==> src/rtl/sort_pkg.sv <==
`default_nettype none
// ============================================================================
// Module   : sort_pkg
// Brief    : Shared sizes and state encoding for the byte sorter and its
//            stream-side sequencer.
// Revision : 1.0 - initial release
// ============================================================================
package sort_pkg;

    localparam int N_ELEM = 8;
    localparam int ADDR_W = 3;
    localparam int DATA_W = 8;

    typedef enum logic [1:0] {
        LOAD  = 2'd0,
        START = 2'd1,
        WAIT  = 2'd2,
        DRAIN = 2'd3
    } state_t;

    // Index of the final element; read and write counters saturate here.
    function automatic logic [ADDR_W-1:0] last_idx();
        return ADDR_W'(N_ELEM - 1);
    endfunction

endpackage
`default_nettype wire

==> src/rtl/sort_out_fifo.sv <==
`default_nettype none
// ============================================================================
// Module   : sort_out_fifo
// Brief    : Synchronous FIFO buffering sorted bytes (data + last flag).
//            Push while full is accepted only together with a pop.
// Revision : 1.0 - initial release
// ============================================================================
module sort_out_fifo #(
    parameter int DEPTH = 4,
    parameter int WIDTH = 9
) (
    input  logic                           clk,
    input  logic                           nrst,
    input  logic                           push,
    input  logic [WIDTH-1:0]               push_data,
    input  logic                           pop,
    output logic [WIDTH-1:0]               pop_data,
    output logic                           full,
    output logic                           empty,
    output logic [$clog2(DEPTH+1)-1:0]     count
);

    localparam int CNT_W = $clog2(DEPTH + 1);
    localparam int PTR_W = (DEPTH > 1) ? $clog2(DEPTH) : 1;
    localparam logic [PTR_W-1:0] c_PTR_LAST = PTR_W'(DEPTH - 1);

    logic [WIDTH-1:0] r_mem [DEPTH];
    logic [PTR_W-1:0] r_wr_ptr;
    logic [PTR_W-1:0] r_rd_ptr;
    logic [CNT_W-1:0] r_count;
    logic             w_do_push;
    logic             w_do_pop;

    assign empty     = (r_count == '0);
    assign full      = (r_count == CNT_W'(DEPTH));
    assign count     = r_count;
    assign pop_data  = r_mem[r_rd_ptr];
    assign w_do_pop  = pop && !empty;
    assign w_do_push = push && (!full || w_do_pop);

    always_ff @(posedge clk or negedge nrst) begin
        if (!nrst) begin
            for (int i = 0; i < DEPTH; i++) begin
                r_mem[i] <= '0;
            end
            r_wr_ptr <= '0;
            r_rd_ptr <= '0;
            r_count  <= '0;
        end else begin
            if (w_do_push) begin
                r_mem[r_wr_ptr] <= push_data;
                r_wr_ptr        <= (r_wr_ptr == c_PTR_LAST) ? '0 : r_wr_ptr + PTR_W'(1);
            end
            if (w_do_pop) begin
                r_rd_ptr <= (r_rd_ptr == c_PTR_LAST) ? '0 : r_rd_ptr + PTR_W'(1);
            end
            unique case ({w_do_push, w_do_pop})
                2'b10:   r_count <= r_count + CNT_W'(1);
                2'b01:   r_count <= r_count - CNT_W'(1);
                default: r_count <= r_count;
            endcase
        end
    end

endmodule
`default_nettype wire

==> src/rtl/sort_sequencer.sv <==
`default_nettype none
// ============================================================================
// Module   : sort_sequencer
// Brief    : Loads an 8-byte batch into the byte sorter, starts it, waits for
//            completion and streams the sorted bytes out with a last flag.
//            Define SORT_SEQ_REVERSE_EN to drain in descending order.
// Revision : 1.0 - initial release
// ============================================================================
module sort_sequencer
    import sort_pkg::*;
#(
    parameter int RD_LAT     = 2,
    parameter int FIFO_DEPTH = 4
) (
    input  logic              clk,
    input  logic              nrst,
    input  logic              in_valid,
    input  logic [DATA_W-1:0] in_data,
    output logic              in_ready,
    output logic              out_valid,
    output logic [DATA_W-1:0] out_data,
    output logic              out_last,
    input  logic              out_ready,
    output logic              srt_wr,
    output logic [ADDR_W-1:0] srt_addr,
    output logic [DATA_W-1:0] srt_data,
    output logic              srt_start,
    input  logic              srt_ready,
    input  logic [DATA_W-1:0] srt_data_out
);

    localparam int CNT_W = $clog2(FIFO_DEPTH + 1);
    localparam int INF_W = CNT_W + 1;
    localparam logic [ADDR_W-1:0] c_LAST_IDX = last_idx();

    state_t             r_state;
    logic               r_in_ready;
    logic               r_srt_wr;
    logic [ADDR_W-1:0]  r_srt_addr;
    logic [DATA_W-1:0]  r_srt_data;
    logic               r_srt_start;
    logic [ADDR_W-1:0]  r_wr_cnt;
    logic               r_wr_done;
    logic [ADDR_W-1:0]  r_rd_cnt;
    logic               r_rd_done;
    logic               r_busy_seen;
    logic               r_rd_act;
    logic               r_rd_last;
    logic [RD_LAT-1:0]  r_vsr;
    logic [RD_LAT-1:0]  r_lsr;

    logic [ADDR_W-1:0]  w_rd_addr;
    logic [INF_W-1:0]   w_inflight;
    logic [INF_W-1:0]   w_free;
    logic               w_issue;
    logic               w_push;
    logic               w_pop;
    logic [DATA_W:0]    w_head;
    logic               w_fifo_full;
    logic               w_fifo_empty;
    logic [CNT_W-1:0]   w_fifo_count;

`ifdef SORT_SEQ_REVERSE_EN
    assign w_rd_addr = c_LAST_IDX - r_rd_cnt;
`else
    assign w_rd_addr = r_rd_cnt;
`endif

    // Reads presented on srt_addr but not yet landed in the FIFO.
    always_comb begin
        w_inflight = INF_W'(r_rd_act);
        for (int i = 0; i < RD_LAT; i++) begin
            w_inflight = w_inflight + INF_W'(r_vsr[i]);
        end
    end

    // A pop this cycle frees its slot before the next read could land.
    assign w_free  = INF_W'(FIFO_DEPTH) - INF_W'(w_fifo_count) + INF_W'(w_pop);
    assign w_issue = (r_state == DRAIN) && !r_rd_done && (w_free > w_inflight);
    assign w_push  = r_vsr[RD_LAT-1];
    assign w_pop   = !w_fifo_empty && out_ready;

    sort_out_fifo #(
        .DEPTH (FIFO_DEPTH),
        .WIDTH (DATA_W + 1)
    ) u_fifo (
        .clk       (clk),
        .nrst      (nrst),
        .push      (w_push),
        .push_data ({r_lsr[RD_LAT-1], srt_data_out}),
        .pop       (w_pop),
        .pop_data  (w_head),
        .full      (w_fifo_full),
        .empty     (w_fifo_empty),
        .count     (w_fifo_count)
    );

    a_no_overflow: assert property (@(posedge clk) disable iff (!nrst)
        !(w_fifo_full && w_push && !w_pop));

    always_ff @(posedge clk or negedge nrst) begin
        if (!nrst) begin
            r_state     <= LOAD;
            r_in_ready  <= 1'b0;
            r_srt_wr    <= 1'b0;
            r_srt_addr  <= '0;
            r_srt_data  <= '0;
            r_srt_start <= 1'b0;
            r_wr_cnt    <= '0;
            r_wr_done   <= 1'b0;
            r_rd_cnt    <= '0;
            r_rd_done   <= 1'b0;
            r_busy_seen <= 1'b0;
            r_rd_act    <= 1'b0;
            r_rd_last   <= 1'b0;
            r_vsr       <= '0;
            r_lsr       <= '0;
        end else begin
            r_rd_act  <= w_issue;
            r_rd_last <= w_issue && (r_rd_cnt == c_LAST_IDX);
            r_vsr[0]  <= r_rd_act;
            r_lsr[0]  <= r_rd_last;
            for (int i = 1; i < RD_LAT; i++) begin
                r_vsr[i] <= r_vsr[i-1];
                r_lsr[i] <= r_lsr[i-1];
            end

            unique case (r_state)
                LOAD: begin
                    r_srt_wr   <= 1'b0;
                    r_in_ready <= 1'b1;
                    if (in_valid && r_in_ready && !r_wr_done) begin
                        r_srt_wr   <= 1'b1;
                        r_srt_addr <= r_wr_cnt;
                        r_srt_data <= in_data;
                        if (r_wr_cnt == c_LAST_IDX) begin
                            r_wr_done  <= 1'b1;
                            r_in_ready <= 1'b0;
                            r_state    <= START;
                        end else begin
                            r_wr_cnt <= r_wr_cnt + ADDR_W'(1);
                        end
                    end
                end
                START: begin
                    r_srt_wr <= 1'b0;
                    // The final write must have been presented before start.
                    if (srt_ready && !r_srt_wr) begin
                        r_srt_start <= 1'b1;
                        r_state     <= WAIT;
                    end
                end
                WAIT: begin
                    r_srt_start <= 1'b0;
                    if (!srt_ready) begin
                        r_busy_seen <= 1'b1;
                    end else if (r_busy_seen) begin
                        r_busy_seen <= 1'b0;
                        r_state     <= DRAIN;
                    end
                end
                DRAIN: begin
                    if (w_issue) begin
                        r_srt_addr <= w_rd_addr;
                        if (r_rd_cnt == c_LAST_IDX) begin
                            r_rd_done <= 1'b1;
                        end else begin
                            r_rd_cnt <= r_rd_cnt + ADDR_W'(1);
                        end
                    end
                    if (w_pop && w_head[DATA_W]) begin
                        r_state    <= LOAD;
                        r_in_ready <= 1'b1;
                        r_wr_cnt   <= '0;
                        r_wr_done  <= 1'b0;
                        r_rd_cnt   <= '0;
                        r_rd_done  <= 1'b0;
                    end
                end
                default: r_state <= LOAD;
            endcase
        end
    end

    assign in_ready  = r_in_ready;
    assign srt_wr    = r_srt_wr;
    assign srt_addr  = r_srt_addr;
    assign srt_data  = r_srt_data;
    assign srt_start = r_srt_start;
    assign out_valid = !w_fifo_empty;
    assign out_data  = w_fifo_empty ? '0 : w_head[DATA_W-1:0];
    assign out_last  = !w_fifo_empty && w_head[DATA_W];

endmodule
`default_nettype wire

==> config.mk <==
export PLATFORM = sky130hd
export DESIGN_NAME = sort_sequencer
export DESIGN_NICKNAME = d
export VERILOG_FILES = /design/src/rtl/sort_pkg.sv /design/src/rtl/sort_out_fifo.sv /design/src/rtl/sort_sequencer.sv
export SDC_FILE = /design/constraint.sdc
export NUM_CORES = 1
export LEC_CHECK = 0
export CAP_MARGIN = 20
export CORE_MARGIN = 8
export CORE_UTILIZATION = 57
export CTS_CLUSTER_SIZE = 20
export DETAILED_ROUTE_END_ITERATION = 16
export DONT_BUFFER_PORTS = 1
export GPL_ROUTABILITY_DRIVEN = 0
export PLACE_DENSITY = 0.69
export SYNTH_ARGS = -nofsm -noshare
export SYNTH_HDL_FRONTEND = slang
export SYNTH_SLANG_ARGS = --single-unit
==> constraint.sdc <==
create_clock -name clk -period 3.3 [get_ports clk]
set_input_delay 0.495 -clock clk [delete_from_list [all_inputs] [get_ports clk]]
set_output_delay 0.495 -clock clk [all_outputs]
set_load 0.01 [all_outputs]
# --- After elaboration in Yosys (flattened, before gate mapping) ---
# Index checks and enable logic that the tools add are counted.
# W data, S select, Z words.
op_classes:
  n_reduce_logical: 35
  add_sub_neg: 10
  eq_ne: 19
  magnitude_cmp: 4
  muxes: 43
  bitwise_logic: 2
ops:
  columns: ["operator", "count"]
  rows:
  - ["$bwmux W36", 1]
  - ["$mux W9", 3]
  - ["$mux W3", 8]
  - ["$bmux W9 S2", 1]
  - ["$demux W9 S2", 1]
  - ["$pmux W3 S2", 3]
  - ["$mux W2", 8]
  - ["$ne A2 B2 Y1 const B", 7]
  - ["$logic_and A1 B1 Y1", 12]
  - ["$mux W1", 12]
  - ["$reduce_bool A2 Y1", 6]
  - ["$eq A2 B2 Y1 const B", 5]
  - ["$add A3 B1 Y3 const B", 3]
  - ["$eq A3 B3 Y1 const B", 3]
  - ["$reduce_and A3 Y1", 3]
  - ["$mux W8", 1]
  - ["$pmux W1 S2", 4]
  - ["$pmux W2 S4", 1]
  - ["$reduce_and A4 Y1", 2]
  - ["$ge A3 B3 Y1 const B", 2]
  - ["$not A2 Y3", 2]
  - ["$reduce_and A2 Y1", 3]
  - ["$reduce_and A6 Y1", 1]
  - ["$logic_not A1 Y1", 5]
  - ["13 further kinds", 16]
word_totals:
  register_bits: 74
  output_inout_bits: 24
  word_cells: 135

# --- Longest topological paths before layout ---
depth:
  depth_word: 8
  depth_mapped: 10

# --- Modules after synthesis ---
# From an unflattened synthesis, not the netlist that was laid out.
hier_totals:
  hier_cells: 263
  area_unflattened_um2: 3646.0
by_module_without_submodules:
  columns: ["mod", "instances", "seq_area_each_um2", "cells_each", "area_per_inst_um2"]
  rows:
  - ["sort_out_fifo", 1, 1076.0, 127, 1993.2]
  - ["sort_sequencer", 1, 775.7, 136, 1652.8]

# --- Worst setup path before layout ---
# OpenSTA, ideal clock, no wires.
synth_timing:
  path_kind: "reg2reg"
  startpoint: "register u_fifo.r_count[0], in the netlist u_fifo.count[0]"
  endpoint: "register r_srt_addr[0], in the netlist srt_addr[0]"
  slack_ns: 0.484
  path_stages_with_launch: 10
  period_less_slack_ns: 2.816
  t_arrival_ns: 2.690
  n_path_buf: 0
  required_time_ns: 3.175
  setup_time_ns: 0.125
  path_cell_list: "dfrtp_1 o31ai_2 ha_1 inv_1 ha_1 ha_1 nand2b_1 a221o_2 a31oi_4 mux2_4"
synth_via:
  elab_chain_len: 8
  word_cells_on_any_way: 9
  cone_classes: "add/sub: 2; order compare: 1; eq/ne: 1; reduce/logical: 5"
synth_rtl:
  columns: ["element", "line", "text"]
  rows:
  - ["from (decl)", "sort_out_fifo.sv:30", "logic [CNT_W-1:0] r_count;"]
  - ["from (signal assigned)", "sort_out_fifo.sv:58", "2'b10: r_count <= r_count + CNT_W'(1);"]
  - ["from (signal assigned)", "sort_out_fifo.sv:59", "2'b01: r_count <= r_count - CNT_W'(1);"]
  - ["from (signal assigned)", "sort_out_fifo.sv:60", "default: r_count <= r_count;"]
  - ["branches (longest 3 deep; another with $sub A3 B3 Y4)", null, null]
  - ["$add A4 B1 Y4 *", "sort_sequencer.sv:78", "assign w_free = INF_W'(FIFO_DEPTH) - INF_W'(w_fifo_count) + INF_W'(w_pop);"]
  - ["$gt A4 B3 Y1 *", "sort_sequencer.sv:79", "assign w_issue = (r_state == DRAIN) && !r_rd_done && (w_free > w_inflight);"]
  - ["$logic_and A1 B1 Y1 *", "sort_sequencer.sv:79", null]
  - ["$ne A2 B2 Y1 (no line) *", null, null]
  - ["$reduce_and A3 Y1 (no line) *", null, null]
  - ["to (signal assigned)", "sort_sequencer.sv:134", "r_srt_addr <= r_wr_cnt;"]
  - ["to (signal assigned)", "sort_sequencer.sv:164", "r_srt_addr <= w_rd_addr;"]
  - ["to (decl)", "sort_sequencer.sv:39", "logic [ADDR_W-1:0] r_srt_addr;"]
# Every way passes the cells marked *.
# A chain may end at the register's enable or synchronous reset.

# --- Final worst setup path ---
# Same ends and word-level chain as after synthesis.

==> results.yml <==
die:
  die_h_um: 96.6
  rows: 29
  initial_core_util_pct: 58.6
  coreArea_um2: 6310
  pin_count: 45
  die_width_um: 96.6
  dieArea_um2: 9320
power_and_ir_drop:
  p_leak_nw: 1.86
  power_mw: 4.05
  irDropWorstVdd_uv: 588
  power_density_nw_per_um2: 1010
grt:
  grt_pass1_wl_um: 10900
  grt_overflow: 0
  antenna_found_initial: 0
  first_global_vias: 2215
  track_usage_pct: 15.4
  grt_max_degree: 75
finish:
  drive_gt1_share_pct: 19.5
  num_antenna_cells: 0
  final_core_util_pct: 63.3
  area_growth_pct: 8.02
  final_cells: 364
  design_area_um2: 4000
  final_nets: 323
job:
  maxCapViolCount: 0
synthesis:
  yosysTopAreaCell: "dfrtp_1"
  synth_edf_count: 0
  ys_warn_count: 0
  synthArstFlopShare_pct: 100
  avgSynthCellArea_um2: 13.5
  syn_nets: 314
  synth_cells: 273
  synth.area.top_cells: "dfrtp_1, mux2_1, ha_1"
  synth_top_area_share_pct: 50.1
  synth.distinct_cells: 46
  seq_area_frac_synth_pct: 50.1
  ys.flop_type: "dfrtp_1"
  ys_seq_elements: 74
  syn_area_um2: 3700
sta:
  clock_skew_ns: 0.0113
  min_period_ns: 2.82
  finalWorstSetupSlack_ns: 0.478
  finalSetupTns_ns: 0
  slew_headroom_pct: 52.5
  hold_viol: 0
  rsz0062_at_grt: "no"
  drv_slew: 0
  fin_hold_ws_ns: 0.0357
  max_freq_mhz: 354
  worst_pin_slew_ns: 0.712
  period_share_pct: 85.5
  setup_violations: 0
hold_path:
  hp-class: "input pin to asynchronous set/reset pin"
placed_design:
  preCtsSetupSlack_ns: 0.494
  dpl.cell_count: 347
  postPlaceCellArea_um2: 3770
  io_buffers: 0
  dpl.hpwl_um: 4540
clock_tree:
  cts_buffers: 9
  cts.path.max_buffers: 2
  tritoncts: "yes"
  cts.sinks: 74
  worstSkewPairLatency_ns: 0.34
  clock_tree.root_cell: "clkbuf_8"
  clkTransAtPathRegs_ns: 0.08
  cts-resized-gates: 0
  h-tree-depth: 3
critical_path:
  r2r_cells: 9
  r2r-end: "srt_addr[0]$_DFFE_PN0P_"
  cp_top_family: "compound AO/OA/AOI/OAI gates"
  critPathArrivalTime_ns: 3.04
  r2r-start: "u_fifo.count[0]$_DFFE_PN0P_"
  crit_start: "u_fifo.count[0]$_DFFE_PN0P_"
  critPathBufInv: 1
  crit_fanout: 6
  endpoint_kind: "flop"
  cp_slowest_cell: "dfrtp_1"
  path_cells: "o31ai_2 > ha_1 > inv_1 > ha_1 > ha_1 > nand2b_1 > a221o_2 > a31oi_4 > mux2_4"
  worstSetupPathType: "flop to flop"
  worst_setup_path_start_kind: "flop"
  crit_top_cell: "ha_1"
  crit_path_end: "srt_addr[0]$_DFFE_PN0P_"
  r2r_slack_ns: 0.48
  slowest_delay_ns: 0.46
  cp.depth: 9
  worstPathRequired_ns: 3.52
detailed_routing:
  drtIter0Drc: 98
  dr.pass1.iters: 4
  viasPerCell: 5.74
  drt-wirelength-per-cell_um: 17.7
  postRouteWirelength_um: 6450
  drcViolationCount: 0
  num_vias: 2090
  postRouteAntennaNets: 0
status:
  status: "finished clean"
==> cells in the mapped netlist (all sizes together), types with 2 or more instances <==
library cell	n
and2	2
ha	18
a31oi	3
o2111ai	2
inv	21
a221oi	2
xnor2	2
nor2	9
nand2b	5
nand2	14
buf	4
a21oi	6
dfrtp	74
mux2i	6
fa	2
nor2b	12
o31ai	3
nor3	5
o21ai	5
mux2	54
mux4	9
==> power breakdown <==
group / internal [mW] / total (mW) / switching [mW]
registers: 1.32 / 1.69 / 0.368
clock network: 0.371 / 0.691 / 0.321
logic: 0.902 / 1.67 / 0.769
total: 2.59 / 4.05 / 1.46
==> logic make-up after synthesis <==
family | count (synthesis) | share of synthesized area (%)
xor gates and xnor gates | 3 | 0.711
buffers and inverters | 26 | 3.18
muxes | 69 | 24.2
DFF | 74 | 50.1
adders and majority gates | 20 | 7.17
and+or+nand+nor | 54 | 8.83
AOI/OAI and AO/OA | 27 | 5.89
==> flip-flops by register name, indices dropped and copies added (netlist names), 2 cells and up <==
name	flops
srt_data	8
r_vsr	2
u_fifo.r_rd_ptr	2
u_fifo.r_mem	36
u_fifo.r_wr_ptr	2
r_wr_cnt	3
u_fifo.count	3
r_rd_cnt	3
r_state	2
r_lsr	2
srt_addr	3
==> what timing repair did <==
action                                 4_1_cts  5_1_grt
endpoints found under the hold margin       74        0
buffers inserted                             0        0
hold buffers                                 1        0
==> worst register-to-register path, delay by kind of cell, from the launching register on <==
family | cells | cell delay, ns
flops | 1 | 0.46
compound gates | 3 | 0.97
simple gates | 1 | 0.08
buf+inv | 1 | 0.05
mux | 1 | 0.32
fa+ha+maj | 3 | 0.81
==> cell usage in the layout (no fill, tap or decap), drive strengths merged, types with 2 or more instances in the layout <==
cell,instances
a31oi,3
mux2,54
nand2,14
xnor2,2
a221oi,2
ha,18
clkbuf,12
and2,2
o31ai,3
nor3,5
buf,3
mux2i,6
nand2b,5
mux4,9
inv,21
dfrtp,74
fa,2
a21oi,6
clkinv,2
o2111ai,2
nor2,9
nor2b,12
o21ai,5
==> area by class of cell <==
cell class | count | area [um^2]
clock buffer | 12 | 145
clock inverter | 4 | 51.3
fill | 496 | 2320
inverter | 21 | 78.8
multi-input combinational | 173 | 1730
sequential | 74 | 1850
tap | 77 | 96.3
timing repair buffer | 3 | 42.5
==> worst min-delay path by stage <==
stage / slack (ns) / startpoint / endpoint / depth (start not counted)
final: 0.04 / nrst / u_fifo.r_mem[34]$_DFFE_PN0P_ / 1
after global routing: 0.04 / nrst / u_fifo.r_mem[31]$_DFFE_PN0P_ / 1
after CTS: 0.05 / nrst / u_fifo.r_mem[34]$_DFFE_PN0P_ / 1
after detailed placement: 0.20 / nrst / u_fifo.r_mem[34]$_DFFE_PN0P_ / 0
after global placement: 0.20 / nrst / u_fifo.r_mem[34]$_DFFE_PN0P_ / 0
after floorplan: 0.20 / nrst / in_ready$_DFFE_PN0P_ / 0
==> routing by layer <==
layer / GRT usage, % / share of wire [%] / routed length (um)
met2: 24.7 / 49 / 3160
met5: 0 / 0 / 0
met3: 3.79 / 4.3 / 280
met1: 19.2 / 45 / 2900
met4: 6.81 / 1.6 / 105
(Power assumes the default switching activity.)
